--- config.mk ---
export PLATFORM = sky130hd
export DESIGN_NAME = decode_stage
export DESIGN_NICKNAME = d
export VERILOG_FILES = /design/src/rtl/riscv_pkg.sv /design/src/rtl/decode_comb.sv /design/src/rtl/decode_stage.sv
export SDC_FILE = /design/constraint.sdc
export NUM_CORES = 1
export LEC_CHECK = 0
export ABC_AREA = 0
export CAP_MARGIN = 20
export CORE_MARGIN = 2
export CORE_UTILIZATION = 45
export CTS_BUF_LIST = sky130_fd_sc_hd__clkbuf_4 sky130_fd_sc_hd__clkbuf_8
export CTS_CLUSTER_SIZE = 20
export DETAILED_ROUTE_END_ITERATION = 7
export GPL_ROUTABILITY_DRIVEN = 0
export PLACE_DENSITY = 0.74
export RECOVER_POWER = 50
export SLEW_MARGIN = 20
export SYNTH_ARGS = -nofsm -noshare
export SYNTH_HDL_FRONTEND = slang
export SYNTH_SLANG_ARGS = --single-unit
--- constraint.sdc ---
create_clock -name clk -period 1.4 [get_ports clk]
set_input_delay 0.21 -clock clk [delete_from_list [all_inputs] [get_ports clk]]
set_output_delay 0.21 -clock clk [all_outputs]
set_load 0.01 [all_outputs]
--- src/rtl/riscv_pkg.sv ---
// Shared RISC-V decode types: opcode class enum, major opcode constants,
// raw instruction layout and the width-independent part of the decoded bundle.
package riscv_pkg;

  typedef enum logic [3:0] {
    OPC_LOAD     = 4'd0,
    OPC_MISC_MEM = 4'd1,
    OPC_OP_IMM   = 4'd2,
    OPC_AUIPC    = 4'd3,
    OPC_OP       = 4'd4,
    OPC_LUI      = 4'd5,
    OPC_STORE    = 4'd6,
    OPC_BRANCH   = 4'd7,
    OPC_JALR     = 4'd8,
    OPC_JAL      = 4'd9,
    OPC_SYSTEM   = 4'd10,
    OPC_ILLEGAL  = 4'd11
  } op_class_t;

  localparam logic [6:0] OPCODE_LOAD     = 7'b0000011;
  localparam logic [6:0] OPCODE_MISC_MEM = 7'b0001111;
  localparam logic [6:0] OPCODE_OP_IMM   = 7'b0010011;
  localparam logic [6:0] OPCODE_AUIPC    = 7'b0010111;
  localparam logic [6:0] OPCODE_STORE    = 7'b0100011;
  localparam logic [6:0] OPCODE_OP       = 7'b0110011;
  localparam logic [6:0] OPCODE_LUI      = 7'b0110111;
  localparam logic [6:0] OPCODE_BRANCH   = 7'b1100011;
  localparam logic [6:0] OPCODE_JALR     = 7'b1100111;
  localparam logic [6:0] OPCODE_JAL      = 7'b1101111;
  localparam logic [6:0] OPCODE_SYSTEM   = 7'b1110011;

  typedef struct packed {
    logic [6:0] funct7;
    logic [4:0] rs2;
    logic [4:0] rs1;
    logic [2:0] funct3;
    logic [4:0] rd;
    logic [6:0] opcode;
  } instr_t;

  // pc and imm depend on XLEN, which a package cannot see, so they travel
  // alongside this struct rather than inside it.
  typedef struct packed {
    op_class_t  op;
    logic [4:0] rd;
    logic [4:0] rs1;
    logic [4:0] rs2;
    logic [2:0] funct3;
    logic [6:0] funct7;
    logic       illegal;
  } decoded_t;

endpackage

--- src/rtl/decode_comb.sv ---
// Purely combinational RV32I/RV64I decoder: field split, immediate
// generation, opcode classification and illegal-encoding detection.
module decode_comb
  import riscv_pkg::*;
#(
  parameter int unsigned XLEN   = 32,
  parameter bit          EN_M   = 1'b0,
  parameter bit          EN_CSR = 1'b1
) (
  input  logic [31:0]     instr,
  output decoded_t        dec,
  output logic [XLEN-1:0] imm
);

  localparam bit RV64 = (XLEN == 64);

  instr_t             ins;
  logic [31:0]        imm_i;
  logic [31:0]        imm_s;
  logic [31:0]        imm_b;
  logic [31:0]        imm_u;
  logic [31:0]        imm_j;
  logic signed [31:0] imm32;
  op_class_t          cls;
  logic               legal;

  assign ins   = instr;
  assign imm_i = {{20{instr[31]}}, instr[31:20]};
  assign imm_s = {{20{instr[31]}}, instr[31:25], instr[11:7]};
  assign imm_b = {{19{instr[31]}}, instr[31], instr[7], instr[30:25], instr[11:8], 1'b0};
  assign imm_u = {instr[31:12], 12'b0};
  assign imm_j = {{11{instr[31]}}, instr[31], instr[19:12], instr[20], instr[30:21], 1'b0};

  // Immediate format follows the major opcode even when the encoding is illegal.
  assign imm = XLEN'(imm32);

  // Classify the opcode, pick the immediate format and check encoding legality.
  always_comb begin
    cls   = OPC_ILLEGAL;
    imm32 = '0;
    legal = 1'b0;
    case (ins.opcode)
      OPCODE_LOAD: begin
        cls   = OPC_LOAD;
        imm32 = imm_i;
        legal = (ins.funct3 inside {3'b000, 3'b001, 3'b010, 3'b100, 3'b101}) ||
                (RV64 && (ins.funct3 inside {3'b011, 3'b110}));
      end
      OPCODE_MISC_MEM: begin
        cls   = OPC_MISC_MEM;
        imm32 = imm_i;
        legal = 1'b1;
      end
      OPCODE_OP_IMM: begin
        cls   = OPC_OP_IMM;
        imm32 = imm_i;
        case (ins.funct3)
          3'b001:  legal = RV64 ? (instr[31:26] == 6'b000000)
                                : (instr[31:25] == 7'b0000000);
          3'b101:  legal = RV64 ? (instr[31:26] inside {6'b000000, 6'b010000})
                                : (instr[31:25] inside {7'b0000000, 7'b0100000});
          default: legal = 1'b1;
        endcase
      end
      OPCODE_AUIPC: begin
        cls   = OPC_AUIPC;
        imm32 = imm_u;
        legal = 1'b1;
      end
      OPCODE_OP: begin
        cls   = OPC_OP;
        legal = (ins.funct7 == 7'b0000000) ||
                ((ins.funct7 == 7'b0100000) && (ins.funct3 inside {3'b000, 3'b101})) ||
                (EN_M && (ins.funct7 == 7'b0000001));
      end
      OPCODE_LUI: begin
        cls   = OPC_LUI;
        imm32 = imm_u;
        legal = 1'b1;
      end
      OPCODE_STORE: begin
        cls   = OPC_STORE;
        imm32 = imm_s;
        legal = (ins.funct3 <= 3'b010) || (RV64 && (ins.funct3 == 3'b011));
      end
      OPCODE_BRANCH: begin
        cls   = OPC_BRANCH;
        imm32 = imm_b;
        legal = !(ins.funct3 inside {3'b010, 3'b011});
      end
      OPCODE_JALR: begin
        cls   = OPC_JALR;
        imm32 = imm_i;
        legal = (ins.funct3 == 3'b000);
      end
      OPCODE_JAL: begin
        cls   = OPC_JAL;
        imm32 = imm_j;
        legal = 1'b1;
      end
      OPCODE_SYSTEM: begin
        cls   = OPC_SYSTEM;
        imm32 = imm_i;
        legal = (ins.funct3 == 3'b000) || (EN_CSR && (ins.funct3 != 3'b100));
      end
      default: begin
        cls   = OPC_ILLEGAL;
        imm32 = '0;
        legal = 1'b0;
      end
    endcase
    if ((instr[1:0] != 2'b11) || (instr == '0) || (instr == '1)) begin
      legal = 1'b0;
    end
  end

  // Assemble the decoded bundle; illegal encodings keep their fields.
  always_comb begin
    dec.op      = legal ? cls : OPC_ILLEGAL;
    dec.rd      = ins.rd;
    dec.rs1     = ins.rs1;
    dec.rs2     = ins.rs2;
    dec.funct3  = ins.funct3;
    dec.funct7  = ins.funct7;
    dec.illegal = !legal;
  end

endmodule

--- src/rtl/decode_stage.sv ---
// Registered decode stage: valid/ready on both sides with a one-entry skid
// buffer so a full-rate stream survives downstream backpressure.
module decode_stage
  import riscv_pkg::*;
#(
  parameter int unsigned XLEN   = 32,
  parameter bit          EN_M   = 1'b0,
  parameter bit          EN_CSR = 1'b1
) (
  input  logic            clk,
  input  logic            rst,
  input  logic            flush,
  input  logic            in_valid,
  output logic            in_ready,
  input  logic [31:0]     in_instr,
  input  logic [XLEN-1:0] in_pc,
  output logic            out_valid,
  input  logic            out_ready,
  output logic [XLEN-1:0] out_pc,
  output logic [3:0]      out_op,
  output logic [4:0]      out_rd,
  output logic [4:0]      out_rs1,
  output logic [4:0]      out_rs2,
  output logic [2:0]      out_funct3,
  output logic [6:0]      out_funct7,
  output logic [XLEN-1:0] out_imm,
  output logic            out_illegal
);

  typedef enum logic [1:0] {
    ST_EMPTY = 2'd0,
    ST_ONE   = 2'd1,
    ST_FULL  = 2'd2
  } occ_t;

  occ_t            state_q, state_d;
  decoded_t        dec_c;
  logic [XLEN-1:0] imm_c;
  decoded_t        main_q, main_d, skid_q, skid_d;
  logic [XLEN-1:0] main_pc_q, main_pc_d, skid_pc_q, skid_pc_d;
  logic [XLEN-1:0] main_imm_q, main_imm_d, skid_imm_q, skid_imm_d;
  logic            accept;
  logic            drain;

  decode_comb #(
    .XLEN   (XLEN),
    .EN_M   (EN_M),
    .EN_CSR (EN_CSR)
  ) u_decode (
    .instr (in_instr),
    .dec   (dec_c),
    .imm   (imm_c)
  );

  // Ready depends only on occupancy, never on out_ready.
  assign in_ready  = (state_q != ST_FULL);
  assign out_valid = (state_q != ST_EMPTY);
  assign accept    = in_valid && in_ready;
  assign drain     = out_valid && out_ready;

  // Occupancy transitions and main/skid data movement.
  always_comb begin
    state_d    = state_q;
    main_d     = main_q;
    main_pc_d  = main_pc_q;
    main_imm_d = main_imm_q;
    skid_d     = skid_q;
    skid_pc_d  = skid_pc_q;
    skid_imm_d = skid_imm_q;
    if (flush) begin
      state_d = ST_EMPTY;
    end else begin
      case (state_q)
        ST_EMPTY: begin
          if (accept) begin
            main_d     = dec_c;
            main_pc_d  = in_pc;
            main_imm_d = imm_c;
            state_d    = ST_ONE;
          end
        end
        ST_ONE: begin
          if (accept && drain) begin
            main_d     = dec_c;
            main_pc_d  = in_pc;
            main_imm_d = imm_c;
          end else if (accept) begin
            skid_d     = dec_c;
            skid_pc_d  = in_pc;
            skid_imm_d = imm_c;
            state_d    = ST_FULL;
          end else if (drain) begin
            state_d = ST_EMPTY;
          end
        end
        ST_FULL: begin
          if (drain) begin
            main_d     = skid_q;
            main_pc_d  = skid_pc_q;
            main_imm_d = skid_imm_q;
            state_d    = ST_ONE;
          end
        end
        default: state_d = ST_EMPTY;
      endcase
    end
  end

  // State and data registers with synchronous reset.
  always_ff @(posedge clk) begin
    if (rst) begin
      state_q    <= ST_EMPTY;
      main_q     <= '0;
      main_pc_q  <= '0;
      main_imm_q <= '0;
      skid_q     <= '0;
      skid_pc_q  <= '0;
      skid_imm_q <= '0;
    end else begin
      state_q    <= state_d;
      main_q     <= main_d;
      main_pc_q  <= main_pc_d;
      main_imm_q <= main_imm_d;
      skid_q     <= skid_d;
      skid_pc_q  <= skid_pc_d;
      skid_imm_q <= skid_imm_d;
    end
  end

  assign out_pc      = main_pc_q;
  assign out_op      = main_q.op;
  assign out_rd      = main_q.rd;
  assign out_rs1     = main_q.rs1;
  assign out_rs2     = main_q.rs2;
  assign out_funct3  = main_q.funct3;
  assign out_funct7  = main_q.funct7;
  assign out_imm     = main_imm_q;
  assign out_illegal = main_q.illegal;

endmodule

Yosys cells after proc, flatten, opt, wreduce, memory -nomap -nowiden
Cells that the tools add are included.
{"block": "op_classes", "magnitude_cmp": 1, "n_eq_ne": 28, "mux": 24, "bitwise_logic": 2, "n_reduce_logical": 27}
{"op": "$mux W32", "count": 6}
{"op": "$pmux W32 S3", "count": 2}
{"op": "$pmux W32 S5", "count": 1}
{"op": "$mux W30", "count": 3}
{"op": "$pmux W30 S3", "count": 1}
{"op": "$pmux W4 S11", "count": 1}
{"op": "$eq A32 B32 Y1 const B", "count": 1}
{"op": "$logic_not A32 Y1", "count": 1}
{"op": "$eq A7 B6 Y1 const B", "count": 4}
{"op": "$eq A7 B7 Y1 const B", "count": 4}
{"op": "$eq A7 B5 Y1 const B", "count": 2}
{"op": "$ne A2 B2 Y1 const B", "count": 6}
{"op": "$mux W2", "count": 5}
{"op": "$pmux W1 S8", "count": 1}
{"op": "$reduce_and A4 Y1", "count": 2}
{"op": "$reduce_bool A2 Y1", "count": 4}
{"op": "$eq A7 B2 Y1 const B", "count": 1}
{"op": "$eq A7 B4 Y1 const B", "count": 1}
{"op": "$logic_not A7 Y1", "count": 1}
{"op": "$eq A3 B2 Y1 const B", "count": 2}
{"op": "$eq A3 B3 Y1 const B", "count": 2}
{"op": "$ne A3 B3 Y1 const B", "count": 2}
{"op": "$pmux W2 S3", "count": 1}
{"op": "$reduce_and A5 Y1", "count": 1}
{"op": "other kinds (18)", "count": 27}
{"block": "totals", "regBits": 190, "in_bits": 69, "output_inout_bits": 96, "wordCells": 101}

Logic depth before layout (Yosys ltp)
Gate-level depths: netlist (run 1).
{"block": "logic_depth", "depth_word": 9, "depth_mapped": 8, "ltp_nobuf": 5}

Cells and area by module
From an unflattened synthesis (run 1), not the netlist that was laid out.
{"block": "unflattened", "cells_unflattened": 1118, "area_unflattened_um2": 9733.1}
{"module": "decode_stage", "n_inst": 1, "cells_per_inst": 968, "area_per_inst_um2": 8750.9}
{"module": "decode_comb", "n_inst": 1, "cells_per_inst": 150, "area_per_inst_um2": 982.2}

Worst setup path before layout (run 1)
OpenSTA, ideal clock, no wires.
{"block": "synth_path", "path_type": "flip-flop to flip-flop", "start": "reg state_q[1]", "end": "reg main_imm_q[19], in the netlist out_imm[19]", "arrival_time_ps": 1411, "required_ps": 1246, "path_slack_ps": -165, "stages_incl_launch_ff": 6, "path_buffers": 0, "period_less_slack_ps": 1565, "cell_sequence": "dfxtp_1 -> nor2b_1 -> a21bo_2 -> nand2_1 -> a311oi_2 -> a221oi_1"}
{"block": "synth_between", "elab_chain_len": 5}
{"item": "start, declared", "line": "decode_stage.sv:36", "rtl": "occ_t state_q, state_d;"}
{"item": "start signal, assigned", "line": "decode_stage.sv:120", "rtl": "state_q <= state_d;"}
{"item": "$ne A2 B2 Y1 / $reduce_bool A2 Y1 (equally long branches)", "line": "decode_stage.sv:56, decode_stage.sv:57"}
{"item": "$logic_and A1 B1 Y1 (on tied branches)", "line": "decode_stage.sv:58, decode_stage.sv:59"}
{"item": "$logic_and A1 B1 Y1", "line": "decode_stage.sv:83", "rtl": "if (accept && drain) begin"}
{"item": "$ne A2 B2 Y1 (no source line)"}
{"item": "$reduce_and A5 Y1 (no source line)"}
{"item": "end signal, assigned", "line": "decode_stage.sv:123", "rtl": "main_imm_q <= main_imm_d;"}
{"item": "end, declared", "line": "decode_stage.sv:41", "rtl": "logic [XLEN-1:0] main_imm_q, main_imm_d, skid_imm_q, skid_imm_d;"}
Several ways; a longest one is shown, not always the timed one.
A chain may end at the register's enable or synchronous reset.

Worst setup path after layout (run 1)
{"block": "layout_path", "start": "reg state_q[0]", "end": "reg main_pc_q[3], in the netlist out_pc[3]"}
{"block": "layout_between", "elab_chain_len": 5}
{"item": "$ne A2 B2 Y1 / $reduce_bool A2 Y1 (equally long branches)", "line": "decode_stage.sv:56, decode_stage.sv:57"}
{"item": "$logic_and A1 B1 Y1 (on tied branches)", "line": "decode_stage.sv:58, decode_stage.sv:59"}
{"item": "$logic_and A1 B1 Y1", "line": "decode_stage.sv:83"}
{"item": "$ne A2 B2 Y1 (no source line)"}
{"item": "$reduce_and A5 Y1 (no source line)"}
{"item": "end signal, assigned", "line": "decode_stage.sv:122", "rtl": "main_pc_q <= main_pc_d;"}
{"item": "end, declared", "line": "decode_stage.sv:40", "rtl": "logic [XLEN-1:0] main_pc_q, main_pc_d, skid_pc_q, skid_pc_d;"}
Several ways; a longest one is shown, not always the timed one.

==> results of run 1 <==
-- power by group --
group,switching (mW),internal [mW],leakage [nW],total [mW]
logic,1.15,1.05,3.84,2.19
clock network,2.13,1.67,0.199,3.80
registers,0.140,5.61,1.55,5.75
total,3.42,8.32,5.59,11.7
-- cell usage in the layout, fill, tap and decap left out, drive strengths merged, types with 4 or more instances in the layout --
master and count:
nor4 6, clkdlybuf4s15 5, nor3 7, nand2b 7, a31oi 14, o31ai 8
o211ai 5, a211oi 12, inv 8, nand2 285, a21oi 98, clkbuf 33
dfxtp 190, buf 175, nor2 80, clkdlybuf4s50 52, a311oi 61, dlymetal6s2s 7
nand3 21, o21bai 6, nand4b 4, dlygate4sd2 92, o21ai 55, a221oi 27
and3 5, clkinv 7
-- area by class of cell --
class | instances | area [um^2] | share of cell area (%)
multi-input cells | 746 | 5256 | 38.18
repair buffers | 349 | 3965 | 28.80
flip-flops and latches | 190 | 3821 | 27.76
well taps | 229 | 286.5 | 2.081
clock buffers | 18 | 247.7 | 1.800
clock inverters | 14 | 161.4 | 1.173
inverters | 6 | 27.53 | 0.2000
-- per-stage QoR --
step	util (%)	power, mW	hold slack [ns]	setup TNS [ns]
2_1_floorplan	-	6.659	0.2806	-1.624
3_3_place_gp	61.21	7.631	0.4372	-110.05
3_5_place_dp	61.21	7.657	0.4423	-115.60
4_1_cts	67.43	11.36	0.1355	-34.28
5_1_grt	76.37	12.10	0.1473	-54.82
6_report	76.37	11.74	0.1562	-44.75
-- state kept, by name (all words and copies together) (netlist names), 3 cells and up --
name / count
skid_pc_q: 32
out_pc: 32
out_rs2: 5
out_funct3: 3
out_rd: 5
skid_imm_q: 32
out_imm: 32
out_rs1: 5
skid_q: 30
out_op: 4
out_funct7: 7
-- kinds of logic after synthesis --
kind of cell	count (synthesis)	synth area share (%)
xor+xnor	2	0.2109
compound gates	304	25.33
buf+inv	104	6.114
flops	190	45.78
simple gates	437	22.33
mux	2	0.2409
-- routing by layer --
layer,GRT usage (%),vias up,share of wire [%]
li1,-,4237,-
met1,37.78,4654,39
met2,44.16,580,48
met3,4.749,112,9.3
met4,10.37,0,3.5
met5,0,-,0
-- timing repair --
action	4_1_cts	5_1_grt
endpoints found under the hold margin	0	0
hold buffers	0	0
setup buffers	18	23
gates resized for setup	198	338
setup endpoints to repair	284	204
pin swaps	37	151
gates cloned	14	17
-- worst max-delay path, delay by kind of cell, from the launching register on --
kind	cells	cell delay [ns]
DFF	1	0.38
and+or+nand+nor	3	0.46
buffers and inverters	2	0.39
AOI/OAI and AO/OA	2	0.44
-- how the worst max path moves through the flow --
| stage | startpoint | end | slack (ns) | cells past startpoint |
|---|---|---|---|---|
| after CTS | state_q[0]$_SDFFE_PP0P_ | out_rd[2]$_SDFFE_PP0P_ | -0.29 | 7 |
| final | state_q[0]$_SDFFE_PP0P_ | out_pc[3]$_SDFFE_PP0P_ | -0.37 | 7 |
| after global routing | state_q[1]$_SDFFE_PP0P_ | skid_imm_q[15]$_SDFFE_PP0P_ | -0.43 | 9 |
| after floorplan | in_instr[3] | out_imm[30]$_SDFFE_PP0P_ | -0.08 | 7 |
| after detailed placement | in_instr[25] | out_op[0]$_SDFFE_PP0P_ | -0.89 | 7 |
| after global placement | in_instr[25] | out_op[0]$_SDFFE_PP0P_ | -0.84 | 7 |
==> reports/metrics.csv, run 1 <==
stage;metric;value;unit
outcome;outcome;complete, but fails checks;
outcome;failing checks;setup timing;
synth;Async S/R FF share, synth;0;%
synth;dominant cell by count in the synthesized netlist;nand2_1;
timing;Tmin final;1.768;ns
worst_setup_path;Worst Path Class, Setup;register to register;
clocking;Sink Count;190;
synth;top cells by instance count after synthesis;nand2_1, dfxtp_1, a21oi_1;
worst_setup_path;CP Launch Type;register;
route;Vias;9583;
route;drt first-iter violations;1031;
worst_setup_path;Crit path required time;1.78;ns
global_route;vias in the first global route;8154;
clocking;cts bufs inserted;17;
worst_setup_path;R2R Path End;out_pc[3]$_SDFFE_PP0P_;
route;Avg WL per Cell;21.93;um
placed_design;Final HPWL DP;17220;um
floorplanning;Site Rows;49;
global_route;overall routing resource usage;27.71;%
synth;sequential fraction of the synthesis area;45.78;%
cells_and_area;fraction of layout cells with a size suffix above 1;36.51;%
cells_and_area;cell area after layout;13770;um^2
synth;Post-Syn Instances;1039;
min_path;hold_sp;rst;
floorplanning;Chip Height;139.9;um
cells_and_area;Ant. Diodes;0;
synth;ys flop type;dfxtp_1;
floorplanning;starting density of the core;46.10;%
floorplanning;Die Span X;139.9;um
timing;Slew HR;69.35;%
clocking;CTS tree;built;
worst_setup_path;CP peak stage delay;0.38;ns
cells_and_area;area grow syn2layout;65.67;%
synth;yosys warns;0;
cells_and_area;Nets;1379;
worst_setup_path;Worst Path Max Fanout;9;
timing;Final WS setup;-0.3681;ns
timing;Setup Skew;0.02042;ns
min_path;Hold EP;skid_imm_q[5]$_SDFFE_PP0P_;
floorplanning;core area;18020;um^2
power;Power Dens Cells;852.9;nW/um^2
synth;largest area contributor in the netlist;dfxtp_1;
global_route;GRT overflow;0;
synth;top-area cell type share of the netlist area;45.78;%
global_route;first-pass GRT wire length;43570;um
clocking;clk buf depth;2;
synth;Post-synth EDFFs;0;
synth;synthesized area per cell;7.997;um^2
route;Antenna Nets Post-Route;0;
worst_setup_path;slowest cell on the critical path;dfxtp_4;
synth;dominant cells by area after synthesis;dfxtp_1, nand2_1, a311oi_1, a21oi_1, nor2_1;
clocking;Root Buffer;clkbuf_8;
placed_design;Post-DP Area;11030;um^2
route;Pre-antenna DRT Iters;6;
timing;count of final hold-check violations;0;
route;DR vias/cell;6.175;
timing;period utilization;126.3;%
clocking;H-tree Lvls;4;
timing;fmax;0.5656;GHz
synth;synth unique cells;61;
worst_setup_path;R2R cell count;7;
worst_setup_path;critical path arrival;2.15;ns
placed_design;dpl cells;1453;
timing;final slew viol count;0;
floorplanning;die area;19570;um^2
synth;post-synth net total;1108;
worst_setup_path;FF-to-FF setup slack;-0.37;ns
clocking;Clock transition at path regs;0.11;ns
global_route;largest net degree at the start of global routing;52;
worst_setup_path;CP Capture Type;register;
min_path;Hold Path Class;input pin to register;
worst_setup_path;Cell Chain, Critical Path;nand3b_1 > a21boi_4 > nor2_4 > buf_12 > buf_4 > nor2_1 > a311oi_1;
min_path;WHS Path Cells;3;
power;Leak;5.588;nW
flow_run;max_cap viols;0;
route;DRT Wirelength;34040;um
synth;Mapped Area;8309;um^2
global_route;initial antenna violation count;0;
timing;worst-margin pin slew;0.4584;ns
timing;unrepaired setup endpoints after global routing;true;
power;VDD IR-drop max;0.6587;mV
floorplanning;I/O Pins;165;
placed_design;I/O Buffers;164;
clocking;Skew-Pair Late Insertion Delay;0.48;ns
cells_and_area;Finished Layout Cells;1552;
worst_setup_path;Critical R2R Launch;state_q[0]$_SDFFE_PP0P_;
placed_design;worst slack at placement;-0.8883;ns
cells_and_area;Layout fillers;1139;
route;DRC;0;
synth;Synth Register Bits;190;
timing;Final setup violation count;191;
Note: power is estimated with default switching activity, not from simulation.
==> inputs of run 2 (changes only) <==
==> constraint.sdc (replaced) <==
create_clock -name clk -period 1.4 [get_ports clk]
set_input_delay 0.14 -clock clk [delete_from_list [all_inputs] [get_ports clk]]
set_output_delay 0.14 -clock clk [all_outputs]
set_load 0.01 [all_outputs]
==> run 2 against run 1 <==
Compared with the run above:
- the run still ends with setup timing left
- critical path type unchanged
- routed wire length down 17%
- count of clock-buffer cells in the layout down 1
- maximum frequency up 1.1%
==> reports/metrics.csv, run 2 (synthesized netlist as in run 1, its figures left out) <==
stage;metric;value;unit;change
floorplanning;die area;19570;um^2;unchanged
placed_design;I/O Buffers;164;;unchanged
worst_setup_path;Worst Path Class, Setup;register to register;;
clocking;H-tree Lvls;4;;unchanged
floorplanning;starting density of the core;46.10;%;unchanged
placed_design;worst slack at placement;-0.9027;ns;-0.01438 ns
worst_setup_path;CP Capture Type;register;;
route;DRT Wirelength;28410;um;-17%
route;DRC;0;;unchanged
worst_setup_path;R2R cell count;10;;+3
timing;Final setup violation count;264;;+38%
clocking;Skew-Pair Late Insertion Delay;0.48;ns;about the same
placed_design;Final HPWL DP;16890;um;-1.9%
timing;period utilization;124.9;%;-1.3 points
cells_and_area;most frequent cells in the layout;nand2_1, dfxtp_1, clkdlybuf4s50_1;;
timing;Slew HR;60.74;%;-8.6 points
power;Power Dens Cells;902.8;nW/um^2;+5.8%
power;Tot Pwr;11.30;mW;-3.8%
outcome;outcome;complete, but fails checks;;
floorplanning;Site Rows;49;;unchanged
clocking;clk buf depth;2;;unchanged
timing;Tmin final;1.749;ns;-0.01885 ns
floorplanning;I/O Pins;165;;unchanged
worst_setup_path;critical path arrival;2.15;ns;about the same
worst_setup_path;Crit path required time;1.80;ns;+0.02 ns
placed_design;dpl cells;1446;;-0.48%
clocking;Clock transition at path regs;0.10;ns;about the same
timing;Min Hold Slack;0.1113;ns;-0.04493 ns
outcome;failing checks;setup timing;;
worst_setup_path;CP startpoint;state_q[0]$_SDFFE_PP0P_;;
worst_setup_path;Worst Path Max Fanout;8;;-1
route;drt first-iter violations;821;;-20%
cells_and_area;Nets;1354;;-1.8%
floorplanning;Die Span X;139.9;um;unchanged
clocking;CTS tree;built;;
global_route;grt peak-use layer;met2;;
timing;count of final hold-check violations;0;;unchanged
global_route;met3 GRT Util;5.299;%;+0.55 points
flow_run;max_cap viols;0;;unchanged
route;Vias;8943;;-6.7%
worst_setup_path;CP Launch Type;register;;
route;Antenna Nets Post-Route;0;;unchanged
clocking;Root Buffer;clkbuf_8;;
cells_and_area;cell area after layout;12520;um^2;-9.1%
global_route;GRT overflow;0;;unchanged
global_route;initial antenna violation count;0;;unchanged
worst_setup_path;FF-to-FF setup slack;-0.35;ns;+0.02 ns
cells_and_area;Ant. Diodes;0;;unchanged
route;Avg WL per Cell;18.60;um;-15%
timing;unrepaired setup endpoints after global routing;true;;
cells_and_area;most common cell after layout, fill and taps aside;nand2_1;;
clocking;cts bufs inserted;17;;unchanged
route;Pre-antenna DRT Iters;5;;-1
global_route;met2 Track Usage GR;42.52;%;-1.6 points
timing;final slew viol count;0;;unchanged
global_route;largest net degree at the start of global routing;55;;+5.8%
power;Leak;4.688;nW;-16%
power;VDD IR-drop max;0.6129;mV;-7.0%
min_path;Hold Path Class;input pin to register;;
global_route;first-pass GRT wire length;42640;um;-2.1%
timing;fmax;0.5717;GHz;+1.1%
timing;Setup Skew;0.01536;ns;-0.005057 ns
worst_setup_path;R2R Path End;skid_imm_q[0]$_SDFFE_PP0P_;;
global_route;overall routing resource usage;26.81;%;-0.90 points
route;DR vias/cell;5.857;;-5.2%
timing;worst-margin pin slew;0.5874;ns;+0.1290 ns
cells_and_area;fraction of layout cells with a size suffix above 1;23.11;%;-13 points
worst_setup_path;Critical R2R Launch;state_q[0]$_SDFFE_PP0P_;;
floorplanning;core area;18020;um^2;unchanged
global_route;vias in the first global route;8074;;-0.98%
timing;Final WS setup;-0.3493;ns;+0.01885 ns
cells_and_area;area grow syn2layout;50.63;%;
global_route;met1 global-route usage;36.60;%;-1.2 points
placed_design;Post-DP Area;10950;um^2;-0.75%
worst_setup_path;Critical Path Sink;skid_imm_q[0]$_SDFFE_PP0P_;;
floorplanning;Chip Height;139.9;um;unchanged
cells_and_area;Finished Layout Cells;1527;;-1.6%
clocking;Sink Count;190;;unchanged
-- run 2: changes by cell type in the layout (fill, tap and decap cells not counted), moves of 11 or more --
cell	previous run	this run
a21oi_1	38	77
nand2_4	54	0
nor2_1	63	76
nand2_1	218	283
clkdlybuf4s50_1	52	133
dlygate4sd2_1	92	28
a311oi_1	46	59
a311oi_2	14	1
a21oi_2	58	19
nand2_2	12	1
-- run 2: layout make-up --
| cell class | count | area, um^2 |
|---|---|---|
| clock buffers | 17 | 234.0 |
| clock inverters | 15 | 147.6 |
| fillers | 1375 | 5509 |
| inverters | 6 | 27.53 |
| multi-input cells | 746 | 4481 |
| flip-flops and latches | 190 | 3806 |
| well taps | 229 | 286.5 |
| repair buffers | 324 | 3533 |
-- run 2: stage by stage --
stage | utilization, % | TNS [ns]
3_3_place_gp | 60.75 | -102.50
3_5_place_dp | 60.75 | -106.91
4_1_cts | 67.37 | -49.68
2_1_floorplan | - | -0.7686
5_1_grt | 69.44 | -70.47
6_report | 69.44 | -51.60
-- run 2: critical path, cell delays in order (launching register included) --
cell and delay [ns]:
dfxtp_2 0.36, buf_4 0.12, nand2b_4 0.05, buf_6 0.13, buf_4 0.13, nor3_4 0.17
buf_6 0.21, buf_12 0.12, buf_16 0.12, o21ai_0 0.07, a31oi_1 0.19
-- run 2: worst min path at each step --
stage,startpoint,endpoint,slack [ns],cells past startpoint
2_1_floorplan,out_ready,state_q[1]$_SDFFE_PP0P_,0.21,1
3_3_place_gp,skid_imm_q[6]$_SDFFE_PP0P_,skid_imm_q[6]$_SDFFE_PP0P_,0.44,2
3_5_place_dp,skid_q[7]$_SDFFE_PP0P_,skid_q[7]$_SDFFE_PP0P_,0.45,2
4_1_cts,rst,skid_pc_q[0]$_SDFFE_PP0P_,0.09,3
5_1_grt,rst,skid_pc_q[0]$_SDFFE_PP0P_,0.10,3
6_report,rst,skid_pc_q[0]$_SDFFE_PP0P_,0.11,3
-- run 2: what timing repair did --
action / CTS / global route
pin swaps: 40 / 33
hold buffers: 0 / 0
gates cloned: 12 / 4
setup endpoints to repair: 284 / 265
gates resized for setup: 133 / 67
setup buffers: 25 / 11
-- run 2: routing by layer --
metal	part of all wire, %	vias up
li1	-	4174
met1	41	4245
met2	47	453
met3	8.7	71
met4	3.2	0
met5	0	-
-- run 2: power by group --
group / internal, mW / switching (mW) / total, mW
clock network: 1.32 / 2.21 / 3.54
logic: 1.03 / 1.00 / 2.03
registers: 5.61 / 0.121 / 5.73
total: 7.96 / 3.34 / 11.3
